--- src/rtl/ram_arb_pkg.sv ---
// Shared types for the RAM arbiter: requester ids, read-return tags and the
// conflict counter ceiling.
package ram_arb_pkg;

    typedef enum logic [1:0] {
        PORT_BIOS = 2'd0,
        PORT_D    = 2'd1,
        PORT_I    = 2'd2
    } ram_port_id_t;

    typedef struct packed {
        logic         valid;
        ram_port_id_t id;
    } ram_arb_tag_t;

    localparam logic [15:0] CONFLICT_MAX = 16'hFFFF;

endpackage

--- src/rtl/ram_arb_tag_pipe.sv ---
// Fixed-depth shift register of read tags; an entry leaving the last stage
// lines up with the RAM read data it describes.
module ram_arb_tag_pipe
    import ram_arb_pkg::*;
#(
    parameter int DEPTH = 1
) (
    input  logic         clk,
    input  logic         rst_n,
    input  ram_arb_tag_t tag_in,
    output ram_arb_tag_t tag_out
);

    ram_arb_tag_t [DEPTH-1:0] tag_q;
    ram_arb_tag_t [DEPTH-1:0] tag_d;

    always_comb begin
        tag_d[0] = tag_in;
        for (int s = 1; s < DEPTH; s++) begin
            tag_d[s] = tag_q[s-1];
        end
    end

    always_ff @(posedge clk or negedge rst_n) begin
        if (!rst_n) begin
            tag_q <= '0;
        end else begin
            tag_q <= tag_d;
        end
    end

    assign tag_out = tag_q[DEPTH-1];

endmodule

--- src/rtl/ram_arbiter.sv ---
// Single-port RAM arbiter: BIOS owns RAM before boot, CPU data/instruction
// ports share it round-robin afterwards; read data is steered back by tag.
module ram_arbiter
    import ram_arb_pkg::*;
#(
    parameter int ADDR_WIDTH = 32,
    parameter int DATA_WIDTH = 32,
    parameter int RD_LAT     = 1
) (
    input  logic                    clk,
    input  logic                    rst_n,
    input  logic                    booted,

    input  logic                    bios_req,
    input  logic                    bios_we,
    input  logic [DATA_WIDTH/8-1:0] bios_be,
    input  logic [ADDR_WIDTH-1:0]   bios_addr,
    input  logic [DATA_WIDTH-1:0]   bios_wdata,
    output logic                    bios_gnt,
    output logic                    bios_rvalid,
    output logic [DATA_WIDTH-1:0]   bios_rdata,

    input  logic                    d_req,
    input  logic                    d_we,
    input  logic [DATA_WIDTH/8-1:0] d_be,
    input  logic [ADDR_WIDTH-1:0]   d_addr,
    input  logic [DATA_WIDTH-1:0]   d_wdata,
    output logic                    d_gnt,
    output logic                    d_rvalid,
    output logic [DATA_WIDTH-1:0]   d_rdata,

    input  logic                    i_req,
    input  logic                    i_we,
    input  logic [DATA_WIDTH/8-1:0] i_be,
    input  logic [ADDR_WIDTH-1:0]   i_addr,
    input  logic [DATA_WIDTH-1:0]   i_wdata,
    output logic                    i_gnt,
    output logic                    i_rvalid,
    output logic [DATA_WIDTH-1:0]   i_rdata,

    output logic                    ram_en,
    output logic                    ram_we,
    output logic [DATA_WIDTH/8-1:0] ram_be,
    output logic [ADDR_WIDTH-1:0]   ram_addr,
    output logic [DATA_WIDTH-1:0]   ram_wdata,
    input  logic [DATA_WIDTH-1:0]   ram_rdata,

    output logic [15:0]             conflict_cnt
);

    // last_i_q = 1 means the instruction port was granted most recently.
    logic         last_i_q, last_i_d;
    logic [15:0]  cnt_q, cnt_d;
    ram_arb_tag_t tag_in, tag_out;

    // Grants are forced low during reset so nothing reaches the RAM.
    assign bios_gnt = rst_n & ~booted & bios_req;
    assign d_gnt    = rst_n & booted & d_req & (~i_req | last_i_q);
    assign i_gnt    = rst_n & booted & i_req & (~d_req | ~last_i_q);
    assign ram_en   = bios_gnt | d_gnt | i_gnt;

    always_comb begin
        ram_we    = 1'b0;
        ram_be    = '0;
        ram_addr  = '0;
        ram_wdata = '0;
        tag_in    = '{valid: 1'b0, id: PORT_BIOS};
        if (bios_gnt) begin
            ram_we    = bios_we;
            ram_be    = bios_be;
            ram_addr  = bios_addr;
            ram_wdata = bios_wdata;
            tag_in.id = PORT_BIOS;
        end else if (d_gnt) begin
            ram_we    = d_we;
            ram_be    = d_be;
            ram_addr  = d_addr;
            ram_wdata = d_wdata;
            tag_in.id = PORT_D;
        end else if (i_gnt) begin
            ram_we    = i_we;
            ram_be    = i_be;
            ram_addr  = i_addr;
            ram_wdata = i_wdata;
            tag_in.id = PORT_I;
        end
        tag_in.valid = ram_en & ~ram_we;
    end

    always_comb begin
        last_i_d = last_i_q;
        if (d_gnt) begin
            last_i_d = 1'b0;
        end else if (i_gnt) begin
            last_i_d = 1'b1;
        end
        cnt_d = cnt_q;
        if (booted && d_req && i_req && cnt_q != CONFLICT_MAX) begin
            cnt_d = cnt_q + 16'd1;
        end
    end

    always_ff @(posedge clk or negedge rst_n) begin
        if (!rst_n) begin
            last_i_q <= 1'b1;
            cnt_q    <= '0;
        end else begin
            last_i_q <= last_i_d;
            cnt_q    <= cnt_d;
        end
    end

    ram_arb_tag_pipe #(.DEPTH(RD_LAT)) u_tag_pipe (
        .clk     (clk),
        .rst_n   (rst_n),
        .tag_in  (tag_in),
        .tag_out (tag_out)
    );

    assign bios_rvalid  = tag_out.valid && (tag_out.id == PORT_BIOS);
    assign d_rvalid     = tag_out.valid && (tag_out.id == PORT_D);
    assign i_rvalid     = tag_out.valid && (tag_out.id == PORT_I);
    assign bios_rdata   = ram_rdata;
    assign d_rdata      = ram_rdata;
    assign i_rdata      = ram_rdata;
    assign conflict_cnt = cnt_q;

endmodule

--- config.mk ---
export PLATFORM = sky130hd
export DESIGN_NAME = ram_arbiter
export DESIGN_NICKNAME = d
export VERILOG_FILES = /design/src/rtl/ram_arb_pkg.sv /design/src/rtl/ram_arb_tag_pipe.sv /design/src/rtl/ram_arbiter.sv
export SDC_FILE = /design/constraint.sdc
export NUM_CORES = 1
export LEC_CHECK = 0
export BUFFER_PORTS_ARGS = -buffer_cell sky130_fd_sc_hd__clkbuf_2
export CAP_MARGIN = 20
export CORE_AREA = 2 2 166 168
export DETAILED_ROUTE_END_ITERATION = 8
export DIE_AREA = 0 0 168 170
export PLACE_DENSITY = 0.43
export SLEW_MARGIN = 20
export SYNTH_ARGS = -nofsm -noshare
export SYNTH_HDL_FRONTEND = slang
export SYNTH_SLANG_ARGS = --single-unit
--- constraint.sdc ---
create_clock -name clk -period 5.2 [get_ports clk]
set_clock_uncertainty 0.05 [all_clocks]
set_input_delay 1.04 -clock clk [delete_from_list [all_inputs] [get_ports clk]]
set_output_delay 1.04 -clock clk [all_outputs]
set_load 0.005 [all_outputs]
# [Word level (Yosys, flattened, before mapping)]
# Index checks and enable logic that the tools add are counted.
[classes] bitwise=17 mux=17 reduce_logical=8 eq_ne=3 add_sub_neg=1
[op_table] cell="32-bit 2-to-1 mux" count=6
[op_table] cell="16-bit by 1-bit adder with 16-bit output, second input constant" count=1
[op_table] cell="16-bit inequality test, second input constant" count=1
[op_table] cell="4-bit 2-to-1 mux" count=3
[op_table] cell="1-bit bitwise AND" count=8
[op_table] cell="1-bit logical AND" count=6
[op_table] cell="2-bit 2-to-1 mux" count=3
[op_table] cell="1-bit 2-to-1 mux" count=5
[op_table] cell="1-bit NOT" count=5
[op_table] cell="1-bit bitwise OR" count=4
[op_table] cell="2-bit by 1-bit equality test with 1-bit output, second input constant" count=1
[op_table] cell="2-bit equality test, second input constant" count=1
[op_table] cell="2-bit logical NOT" count=1
[op_table] cell="2-bit nonzero test" count=1
[word_totals] input_bits=245 out_inout_bits=188 word_cells=50 register_bits=20

# [Longest topological paths before layout]
# Gate-level depths: netlist of run 1.
[depth] depth_word=8 depth_mapped=6 ltp_nobuf=5

# [By module]
# From an unflattened synthesis of run 1, not the netlist that was laid out.
[unflattened] hier_cells=353 hier_area_um2=2835.2
[modules_own_cells] mod="ram_arbiter" cells_each=350 instances=1 area_per_inst_um2=2760.1
[modules_own_cells] mod="ram_arb_tag_pipe" cells_each=3 instances=1 area_per_inst_um2=75.1

# [Worst setup path after synthesis of run 1]
# No wires, ideal clock.
[synth_path] kind="input to output" start="input bios_req" end="output ram_addr[12]" n_path_buf=3 stages=6 slack_ns=2.043 required_time_ns=4.110 arrival_ns=2.067 path_cell_list="and3b_1 clkbuf_1 buf_2 buf_2 a222oi_1 inv_1"
[synth_via] elab_chain_cells=2
[synth_lines] item="start: declaration" line="ram_arbiter.sv:14" source="input logic bios_req,"
[synth_lines] item="1-bit bitwise AND" line="ram_arbiter.sv:57" source="assign bios_gnt = rst_n & ~booted & bios_req;"
[synth_lines] item="32-bit 2-to-1 mux" line="ram_arbiter.sv:68" source="if (bios_gnt) begin"
[synth_lines] item="end: declaration" line="ram_arbiter.sv:44" source="output logic [ADDR_WIDTH-1:0] ram_addr,"
# No other way between the ends.

# [Worst setup path after layout of run 1]
[layout_path] start="input rst_n" end="output ram_be[2]"
[layout_via] elab_chain_cells=6 elab_cells_between_ends=10
[layout_lines] item="start: declaration" line="ram_arbiter.sv:11" source="input logic rst_n,"
[layout_lines] item="1-bit bitwise AND" line="ram_arbiter.sv:58, ram_arbiter.sv:59"
[layout_lines] item="1-bit bitwise AND (2 in a row)" line="ram_arbiter.sv:59" source="assign i_gnt = rst_n & booted & i_req & (~d_req | ~last_i_q);"
[layout_lines] item="4-bit 2-to-1 mux" line="ram_arbiter.sv:80" source="end else if (i_gnt) begin"
[layout_lines] item="4-bit 2-to-1 mux" line="ram_arbiter.sv:74" source="end else if (d_gnt) begin"
[layout_lines] item="4-bit 2-to-1 mux (*)" line="ram_arbiter.sv:68"
[layout_lines] item="end: declaration" line="ram_arbiter.sv:43" source="output logic [DATA_WIDTH/8-1:0] ram_be,"
# Every way passes the cells marked *; elsewhere a longest branch is shown, timed or not.

==> run summary, run 1 <==
The layout-stage area growth over the synthesis result came out at 47.0%. For this run, the number of Yosys warnings is 0. The width of the die was 168 µm. Clock latency on the worst-skew pair, taken at its later pin, is 0.25 ns. The fraction of the mapped netlist area in compound gates came out at 0.267.

The completed layout was analyzed and its total power is 0.668 mW. The CTS sink count is 20. The maximum number of pins on one net before global-route repair is 66, and the y dimension of the die is 170 µm.

In the routed layout, each cell is associated on average with a via count of 3.91. After detailed routing, the average wire length per cell comes to 16.8 µm. Across the VDD grid, the largest voltage drop is 92.2 µV.

The worst hold path cell count works out to 1. The wire length of the first global-routing pass was 20200 µm. The share of total power in combinational logic was 0.438.

Wire segments on met3 add up to 1590 µm in the final route. Number of endpoints failing setup at the final stage: 0. The post-synthesis net count was 593. The number of detailed-routing iterations run before antenna repair is 8.

The startpoint identified for the worst hold timing path is conflict_cnt[15]. After synthesis, the largest family of logic cells by area is buffers and inverters. No sink is reached through more buffers than the 2 on the longest clock path. The repair_antennas step left the layout with diodes totalling 0. The part of the Yosys area used for sequential elements came out at 0.182. Counting the fill cells in the layout gives 3074.

Last weighted congestion value of the routability-driven placer: 0.721. The area share of the largest cell type after synthesis works out to 0.262. The tools report the met1 routed wirelength after detailed routing as 5970 µm.

The final cell area excluding filler cells is 4050 µm², and the sequential share of power is 0.321. In this run the remaining antenna-violating nets after routing total 0. The count of input and output buffers works out to 304. The highest layer touched by signal routing is met4. The instance area after placement was 3970 µm²; the proportion of register bits with asynchronous set or reset after synthesis was 1.00. The minimum hold slack is 0.456 ns. For the number of global-route vias before repair, the log shows 3127. The flow ran to the end, and the final reports show no timing, DRC or antenna violations. The number of H-tree branching levels came out at 1.

The worst setup path is launched from a primary input. The cell area that synthesis handed to floorplanning was 2750 µm². The power density over cell area came out at 165 nW/µm². The tools report the number of distinct library cells after synthesis as 33.

For the worst setup slack after layout, the log shows 1.22 ns. The worst setup path is of the primary input to primary output kind. Adding up every negative setup slack in the final design gives 0 ns. The leakage power was 2.58 nW. The path with the worst hold slack has its endpoint at conflict_cnt[15]. Cell with the most instances after synthesis: buf_4.

The worst max-slew margin expressed relative to the limit was 0.620. The internal reg-to-reg setup slack was 3.21 ns. The part of the power in the clock network was 0.242; the clock edge transition at the registers on the reported setup and hold paths was 0.05 ns.

The number of CTS-inserted buffers was 3; the register bit count reported by yosys was 20. The tools report the setup slack at placement as 1.21 ns. The DRC violation count after routing was 0; the adder-cell area share of the yosys netlist was 0.00455. The xor/xnor cell area share of the yosys netlist is 0.0445. Length in cells of the worst reg-to-reg path: 5. The area fraction in and, or, nand and nor cells after synthesis was 0.108; the switching component of the power was 0.231 mW.

The starting density of the core is 0.103, and the sum of met2 wire segment lengths after detailed routing is 7070 µm. The required time at the worst-slack endpoint was 4.11 ns. The count of maximum capacitance violations came out at 0.

Sorting the synthesized cells by how often they occur yields buf_4 (96), inv_1 (70), a222oi_1 (68). The data arrival time of the critical path was 2.89 ns; the detailed-placement wirelength estimate was 12500 µm. The run gives 0 as the total setup buffers inserted after CTS. In this run, post-CTS hold repair placed 0 buffers.

The share of layout cells above drive strength 1 is 0.592, and the post-cts gate resize count is 0. The total I/O pin count is 433. Summing over every cut layer, the via total after detailed routing is 3452. The net count of the finished layout is 789. TritonCTS built the clock tree. The final number of max-transition violations was 0. The endpoint identified for the worst register-to-register timing path is conflict_cnt[1].

The worst min-delay path category was register to register. The startpoint identified for the worst register-to-register timing path is conflict_cnt[0]. Based on the critical path, the design can be clocked at up to 0.251 GHz. The cell sitting at the root of the clock tree is a clkbuf_16. For the pin with the worst max-slew slack, the measured transition is 0.570 ns. The minimum period implied by the final worst setup slack is 3.98 ns, and the average cell area after synthesis is 7.93 µm². The core region is 26700 µm².

The cell accounting for the most synthesized area was buf_4. The number of synthesized flops with an enable pin came out at 0. The number of violations reported at the end of detailed-routing iteration 0 is 523. The total track usage is 0.0924, and the critical-path maximum fanout is 48.

The most used flip-flop cell after synthesis was dfrtp_1. The mux contribution to synthesized area is 0.00545. Setup repair after global routing left no endpoint under its margin. The run gives 347 as the synthesized netlist cell count. The worst setup path is captured at a primary output. For the number of hold violations in the final report, the log shows 0. The total detailed-routing wirelength was 14900 µm; the full die area was 28600 µm². The ratio of final minimum period to clock period works out to 0.765. The fraction of power spent switching nets is 0.346, and the initial antenna violation count is 0. After global routing the overflow that remains totals 0.

The tools report the internal portion of total power as 0.437 mW. Ranked by total cell area, the synthesized netlist is headed by buf_4 (26%), a222oi_1 (25%), dfrtp_1 (17%). For the floorplan row count, the log shows 60.
==> how the worst max path moves through the flow <==
stage / startpoint / end / slack [ns] / depth (start not counted)
6_report: rst_n / ram_be[2] / 1.22 / 7
5_1_grt: rst_n / ram_be[0] / 1.03 / 7
4_1_cts: rst_n / ram_be[0] / 1.19 / 7
3_5_place_dp: rst_n / ram_be[0] / 1.21 / 7
3_3_place_gp: rst_n / ram_be[0] / 1.20 / 7
2_1_floorplan: bios_req / ram_addr[12] / 2.04 / 6
==> final cells by class <==
cell class / instances / area [µm²] / area share
inverters: 70 / 263 / 0.0649
multi-input cells: 139 / 1210 / 0.298
repair buffers: 309 / 1570 / 0.388
flip-flops and latches: 20 / 502 / 0.124
clock buffers: 4 / 78.8 / 0.0195
well taps: 341 / 427 / 0.105
==> per-stage QoR <==
stage / cells / util
floorplan: 347 / -
global placement: 879 / 0.149
detailed placement: 879 / 0.149
CTS: 883 / 0.152
global route: 883 / 0.152
finish: 883 / 0.152
==> power groups by stage <==
stage	clock network (mW)	registers, mW	logic (mW)
after floorplan	0	0.208	0.168
after global placement	0	0.215	0.297
after detailed placement	0	0.216	0.295
after CTS	0.166	0.214	0.297
after global routing	0.172	0.220	0.322
final	0.161	0.214	0.292
==> kinds of logic after synthesis <==
kind of cell | Yosys count
and+or+nand+nor | 47
buffers and inverters | 188
xor gates and xnor gates | 14
AOI/OAI and AO/OA | 76
DFF | 20
muxes | 1
adders and majority gates | 1
==> routing by layer <==
metal,vias to the layer above,GRT usage
met5,-,0
met4,0,0.0216
met3,13,0.0293
met2,259,0.148
met1,1597,0.121
li1,1583,-
==> registers in the layout, summed over array words and instances, names as in the netlist <==
signal	cells
u_tag_pipe.tag_out	3
last_i_q	1
conflict_cnt	16
==> cell usage in the layout, fill, tap and decap left out, drive strengths merged <==
master   instances
xor2            12
nand2            6
and3             4
nand3            6
nor4             5
and3b            2
a21oi            4
o2111ai          1
and4             1
buf              5
nor2b            1
o21a             1
nand4            6
or3              1
xnor2            2
nor3b            4
dfrtp           19
a222oi          68
nor3             5
inv             70
a221o            1
mux2             1
nor2             4
dfstp            1
clkbuf         308
and2             2
o21bai           1
ha               1
==> critical path, cell delays in order <==
cell and delay (ns):
clkbuf_2 0.44, nand3_1 0.26, a21oi_4 0.17, buf_4 0.46
a222oi_1 0.18, inv_1 0.13, clkbuf_2 0.13
Power figures use the tool's default switching activity.
==> run 2, diff against run 1 <==
--- a/config.mk
+++ b/config.mk
@@ -7,9 +7,9 @@
 export LEC_CHECK = 0
 export BUFFER_PORTS_ARGS = -buffer_cell sky130_fd_sc_hd__clkbuf_2
 export CAP_MARGIN = 20
-export CORE_AREA = 2 2 166 168
+export CORE_AREA = 2 2 170 172
 export DETAILED_ROUTE_END_ITERATION = 8
-export DIE_AREA = 0 0 168 170
+export DIE_AREA = 0 0 172 174
 export PLACE_DENSITY = 0.43
 export SLEW_MARGIN = 20
 export SYNTH_ARGS = -nofsm -noshare
==> constraint.sdc (replaced) <==
create_clock -name clk -period 3.2 [get_ports clk]
set_clock_uncertainty 0.05 [all_clocks]
set_input_delay 0.64 -clock clk [delete_from_list [all_inputs] [get_ports clk]]
set_output_delay 0.64 -clock clk [all_outputs]
set_load 0.005 [all_outputs]
==> run summary, run 2 (synthesized netlist as in run 1, its figures left out) <==
Summing over every cut layer, the via total after detailed routing is 3508. The number of gates resized after CTS was 0. Counting every sink on the clock net gives 20. Hold timing on the final database bottoms out at a slack of 0.185 ns. The share of layout cells above drive strength 1 came out at 0.601. The worst max-slew margin expressed relative to the limit is 0.635. The run gives 28200 µm² as the core box area. The run gives 3320 as the number of global-route vias before repair. The tools report the floorplan row count as 62. The clock passes through at most 2 buffers.

The remaining antenna violation count after routing is 0, and the peak supply drop is 221 µV. After the last flow step, the layout net total stands at 799. The run finished, with violations left. The tool flagged a number of max-cap violations equal to 0. Dividing the detail-routed wire length by the instance count gives 15.6 µm. The worst path in the final design needs a cycle of 2.85 ns, including I/O delays and setup.

The maximum number of pins on one net before global-route repair is 29. The reg-to-reg startpoint was conflict_cnt[0]. The peak clock frequency supported by timing is 0.351 GHz, and the overall overflow remaining after global route is 0. During I/O placement, the number of pins put on the boundary was 433. The analysis attributes to cell leakage a power of 2.65 nW. The length in cells of the worst reg-to-reg path is 5, and the slew of the pin with the lowest slew margin is 0.544 ns. The die is 174 µm tall.

The path class of the tightest hold or removal check is primary input to async pin. The die covers 29900 µm². The longest individual stage delay on the worst path came out at 0.58 ns.

For the setup slack at placement, the log shows 0.199 ns. The total detailed-routing wirelength is 14600 µm, and the data arrival time of the critical path is 2.16 ns. The run gives 0.0882 as the total track usage. The slowest stage of the critical path belongs to the cell a222oi_1. After detailed routing, the number of remaining DRC violations is 7.

In the final routing, the length of wire on met1 measures 5600 µm. The signal on the critical path passes through clkbuf_2 > and3b_2 > buf_4 > a222oi_1 > inv_1 > clkbuf_2. The initial antenna violation count is 0, and the sum of met2 wire segment lengths after detailed routing is 6990 µm. In this run the worst path has a maximum fanout of 22. In this run the register-to-register setup slack is 1.20 ns.

Ratio of final minimum period to clock period: 0.890. The width of the die works out to 172 µm. Summed over all failing endpoints, the final setup total negative slack is 0 ns.

The endpoint identified for the worst register-to-register timing path is conflict_cnt[1]. Setup repair after global routing left no endpoint under its margin. The final reports fail on DRC. Counting both buffers and inverters, the worst setup path holds a total of 4. In this run, CTS created clock tree buffers numbering 3. The leading cell type in the layout, fill and taps excluded is clkbuf_2. The first detailed-routing pass took 9 iterations. The tools report the endpoint kind of the worst setup timing path as a primary output. TritonCTS built the clock tree.

The count of input and output buffers came out at 304. The cell family contributing the most delay on the critical path is buffers and inverters. Setup slack on the critical path of the routed design comes to 0.352 ns. The mean number of vias per cell came out at 3.75.

The tools report the final number of max-transition violations as 0. For this design the ratio of total power to cell area is 262 nW/µm². The number of H-tree branching levels is 1, and the last weighted congestion value of the routability-driven placer is 0.718. The number of endpoints failing setup at the final stage came out at 0.

The library cells used most frequently in the layout, excluding fill and tap cells, are clkbuf_2 (304), inv_1 (70), a222oi_1 (68), dfrtp_1 (19), xor2_1 (12). The tools report the starting density of the core as 0.0975. For the total setup buffers inserted after CTS, the log shows 0.

Compared with the post-synthesis result, the final layout area differs by 54.4%. The number of hold violations in the final report was 0; the latest clock arrival within the worst-skew pair was 0.25 ns. After the first detailed-routing iteration, the DRC count stood at 481. Clock-pin slew was measured on the worst setup and hold paths at 0.06 ns. The critical path startpoint category is a primary input. Start-to-end type of the worst setup path: primary input to primary output. The required time at the worst-slack endpoint is 2.51 ns.

The routed design uses 1610 µm of met3 wire. The clock tree root driver cell is clkbuf_16. The cell that appears most often on the critical path is clkbuf_2.

The total power of the final layout was 1.11 mW; the wire length of the first global-routing pass was 20400 µm. The number of antenna cells inserted was 0. For the total of hold buffers inserted after clock tree synthesis, the log shows 0. The number of flip-flops under the largest register name is 16. The detailed-placement wirelength estimate is 12400 µm. Signal routing reaches up to met4.
-- run 2: how the worst max path moves through the flow --
stage / slack, ns / cells after the start / to / from
5_1_grt: 0.15 / 6 / ram_wdata[27] / rst_n
2_1_floorplan: 0.84 / 6 / ram_addr[12] / bios_req
3_5_place_dp: 0.20 / 6 / ram_wdata[27] / rst_n
6_report: 0.35 / 6 / ram_wdata[27] / rst_n
3_3_place_gp: 0.16 / 6 / ram_wdata[27] / rst_n
4_1_cts: 0.19 / 6 / ram_wdata[27] / rst_n
-- run 2: cell type report --
type | instances | area, µm²
clock buffer | 4 | 88.8
fill | 3335 | 24000
inverter | 70 | 263
multi-input combinational | 139 | 1210
sequential | 20 | 502
tap | 384 | 480
timing repair buffer | 319 | 1710
-- run 2: power breakdown --
part,leakage (nW),switching (mW),internal [mW]
sequential,0.258,0.0547,0.293
combinational,2.35,0.225,0.262
clock,0.0442,0.0893,0.190
-- run 2: per-stage QoR --
step,cells,instance area [µm²],utilization
after floorplan,347,2750,-
after global routing,936,4250,0.150
after global placement,932,4160,0.147
after detailed placement,932,4160,0.147
final,936,4250,0.150
after CTS,936,4250,0.150
-- run 2: layer usage --
layer,track usage,vias to the layer above
li1,-,1602
met1,0.107,1615
met2,0.151,250
met3,0.0260,41
met4,0.0224,0
met5,0,-
==> run 3, diff against run 2 <==
--- a/config.mk
+++ b/config.mk
@@ -7,11 +7,11 @@
 export LEC_CHECK = 0
 export BUFFER_PORTS_ARGS = -buffer_cell sky130_fd_sc_hd__clkbuf_2
 export CAP_MARGIN = 20
-export CORE_AREA = 2 2 170 172
+export CORE_AREA = 2 2 168 170
 export DETAILED_ROUTE_END_ITERATION = 8
-export DIE_AREA = 0 0 172 174
-export PLACE_DENSITY = 0.43
-export SLEW_MARGIN = 20
+export DIE_AREA = 0 0 170 172
+export PLACE_DENSITY = 0.44
 export SYNTH_ARGS = -nofsm -noshare
 export SYNTH_HDL_FRONTEND = slang
+export SYNTH_HIERARCHICAL = 1
 export SYNTH_SLANG_ARGS = --single-unit
==> run summary, run 3 <==
The flow ran to the end, and the final reports show no timing, DRC or antenna violations. The logs give 1 for the number of H-tree branching levels and 353 for the synthesized netlist cell count. For the final number of max-transition violations, the log shows 0.

Clock tree synthesis selected as its root buffer the cell clkbuf_16. For the overall overflow remaining after global route, the log shows 0. The die covers 29200 µm². Clock-pin slew was measured on the worst setup and hold paths at 0.06 ns. The most used flip-flop cell after synthesis was dfrtp_1. The final cell area excluding filler cells was 4240 µm². Walking the worst path, the cells encountered are buf_4 > and3b_2 > buf_16 > a222oi_1 > inv_1 > clkbuf_2. The initial antenna violation count is 3, and the leakage power is 2.66 nW.

After layout, the design draws a total of 1.10 mW. The area share of the largest cell type after synthesis works out to 0.254. In this run the worst hold path is classified as primary input to async pin.

The data arrival time of the critical path is 2.41 ns, and the maximum number of pins on one net before global-route repair is 72. The part of the Yosys area used for sequential elements is 0.177. In this run the vertical extent of the chip is 172 µm.

The ratio of final minimum period to clock period is 0.970, and the worst setup slack after layout is 0.0970 ns. From synthesis to final layout, the design area changed by 49.4%. The number of CTS-inserted buffers was 3.

The required time at the worst-slack endpoint is 2.51 ns. The number of detailed-routing iterations run before antenna repair came out at 7. The proportion of register bits with asynchronous set or reset after synthesis is 1.00, and the number of hold violations in the final report is 0. Setup repair after global routing left no endpoint under its margin. The run gives 433 as the total I/O pin count. Detailed placement finished with a half-perimeter wire length of 13800 µm.

The average cell area after synthesis was 8.03 µm²; the wire length of the first global-routing pass was 21900 µm. Across all hold checks on the routed design, the worst slack comes to 0.143 ns. The commonest cells after synthesis are buf_4 (96), inv_1 (70), a222oi_1 (68). The worst-case IR drop observed on VDD is 111 µV. The register with the most flip-flops in the layout has 16 of them. Synthesis instantiated 37 different standard cells from the library. For the post-route setup TNS, the log shows 0 ns. The mapped netlist covers 2840 µm².

Routability-driven placement finished with a final weighted congestion of 0.767. TritonCTS built the clock tree. On the critical path, the stage with the largest delay is an instance of a222oi_1. The number of global-route vias before repair is 3292, and the count of maximum capacitance violations is 0. The total track usage is 0.0993. The starting density of the core came out at 0.103.

The tools report the number of endpoints failing setup at the final stage as 0. The latest clock arrival within the worst-skew pair is 0.25 ns, and the detailed-route wire length per cell is 19.0 µm. The longest individual stage delay on the worst path came out at 0.86 ns.

The tree built by TritonCTS fans out to 20 sinks. By area the synthesized netlist is led by buf_4 (25%), a222oi_1 (24%), dfrtp_1 (17%). In the routed design, unresolved DRC markers number 0.

The peak clock frequency supported by timing was 0.322 GHz; the register bit count reported by yosys was 20. The count of input and output buffers was 304. The tools report the endpoint kind of the worst setup timing path as a primary output. The critical path is of the primary input to primary output type. Dividing total power by cell area gives a power density of 260 nW/µm². The share of layout cells above drive strength 1 was 0.595.

In the layout the commonest cells are clkbuf_2 (303), inv_1 (70), a222oi_1 (68), dfrtp_1 (19), xor2_1 (12). STA classifies the critical path startpoint as a primary input. The logs give 0.363 for the worst max-slew margin expressed relative to the limit and 6 for the Yosys warning count.

Subtracting the final worst setup slack from the clock period gives 3.10 ns. For this block, the via count after detailed routing is 3613. The post-synthesis net count is 599. The number of nets in the layout is 798.

At the pin with the least slew margin, the transition time is 0.955 ns. The number of synthesized flops with an enable pin was 0. Measured along the x axis, the die boundary spans 170 µm. The largest total area in the synthesized netlist belongs to buf_4. In this run the remaining antenna-violating nets after routing total 0. Mean number of vias per cell: 4.02. Leading cell type in the layout, fill and taps excluded: clkbuf_2. Wires add up to 17000 µm.

In this run, post-CTS hold repair placed 0 buffers. Core box area: 27500 µm². The most common cell in the synthesized netlist is buf_4. The setup slack at placement was 0.000303 ns.

Instance area after placement: 4080 µm². The cell family contributing the most delay on the critical path is compound AO/OA/AOI/OAI gates. The maximum clock path buffer count is 2, and the number of violations reported at the end of detailed-routing iteration 0 is 472.

The floorplan row count is 61, and the critical-path maximum fanout is 18. Counting both buffers and inverters, the worst setup path holds a total of 4.
==> run 3: kinds of logic (layout without fill, tap and decap cells) <==
| logic type | count (synthesis) | count (layout) | synth area share |
|---|---|---|---|
| buffers and inverters | 190 | 388 | 0.387 |
| AO/OA/AOI/OAI | 85 | 85 | 0.284 |
| AND/OR/NAND/NOR | 42 | 42 | 0.0989 |
| flip-flops | 20 | 20 | 0.177 |
| XOR/XNOR | 13 | 13 | 0.0402 |
| multiplexers | 2 | 2 | 0.00794 |
| adder cells (fa/ha/maj) | 1 | 1 | 0.00441 |
| other | 0 | 2 | 0 |
==> run 3: timing repair <==
action	CTS	global route
setup buffers	0	2
resized for setup	0	4
gates cloned	0	2
endpoints found under the setup margin	1	2
pin swaps	1	2
==> run 3: metal layers <==
metal | GRT usage | vias up | wire, µm
li1 | - | 1623 | -
met1 | 0.132 | 1686 | 6840
met2 | 0.160 | 295 | 8030
met3 | 0.0318 | 9 | 2010
met4 | 0.0164 | 0 | 164
met5 | 0 | - | 0
==> run 3: worst reg2reg max path: stages (launching register included) <==
cell,delay [ns]
dfrtp_1,0.47
ha_1,0.27
nand4_2,0.18
nor3_4,0.38
a21oi_2,0.13
mux2_1,0.34
==> run 3: final cells by class <==
type	count	area, µm²
diodes	2	5.00
fillers	3197	23200
multi-input cells	143	1250
inverters	70	263
well taps	346	433
clock buffers	4	78.8
flip-flops and latches	20	502
repair buffers	314	1700
==> run 3: final timing paths <==
path | start | to | slack, ns | depth (start not counted)
min in group clk | conflict_cnt[15] | conflict_cnt[15] | 0.49 | 1
max | rst_n | ram_wdata[0] | 0.1 | 6
min | rst_n | conflict_cnt[9] | 0.14 | 1
min reg2reg | conflict_cnt[15] | conflict_cnt[15] | 0.49 | 1
max reg2reg | conflict_cnt[0] | conflict_cnt[1] | 1.27 | 5
max in group asynchronous | rst_n | last_i_q | 2.49 | 2
==> run 3: metrics by stage <==
step	utilization	std cells
2_1_floorplan	-	353
3_3_place_gp	0.148	889
3_5_place_dp	0.148	889
4_1_cts	0.151	893
5_1_grt	0.154	899
6_report	0.154	899
==> run 3: power by group <==
| part | internal [mW] | switching [mW] | total [mW] |
|---|---|---|---|
| logic | 0.248 | 0.236 | 0.484 |
| clock network | 0.170 | 0.0928 | 0.262 |
| registers | 0.290 | 0.0651 | 0.356 |
| total | 0.708 | 0.394 | 1.10 |
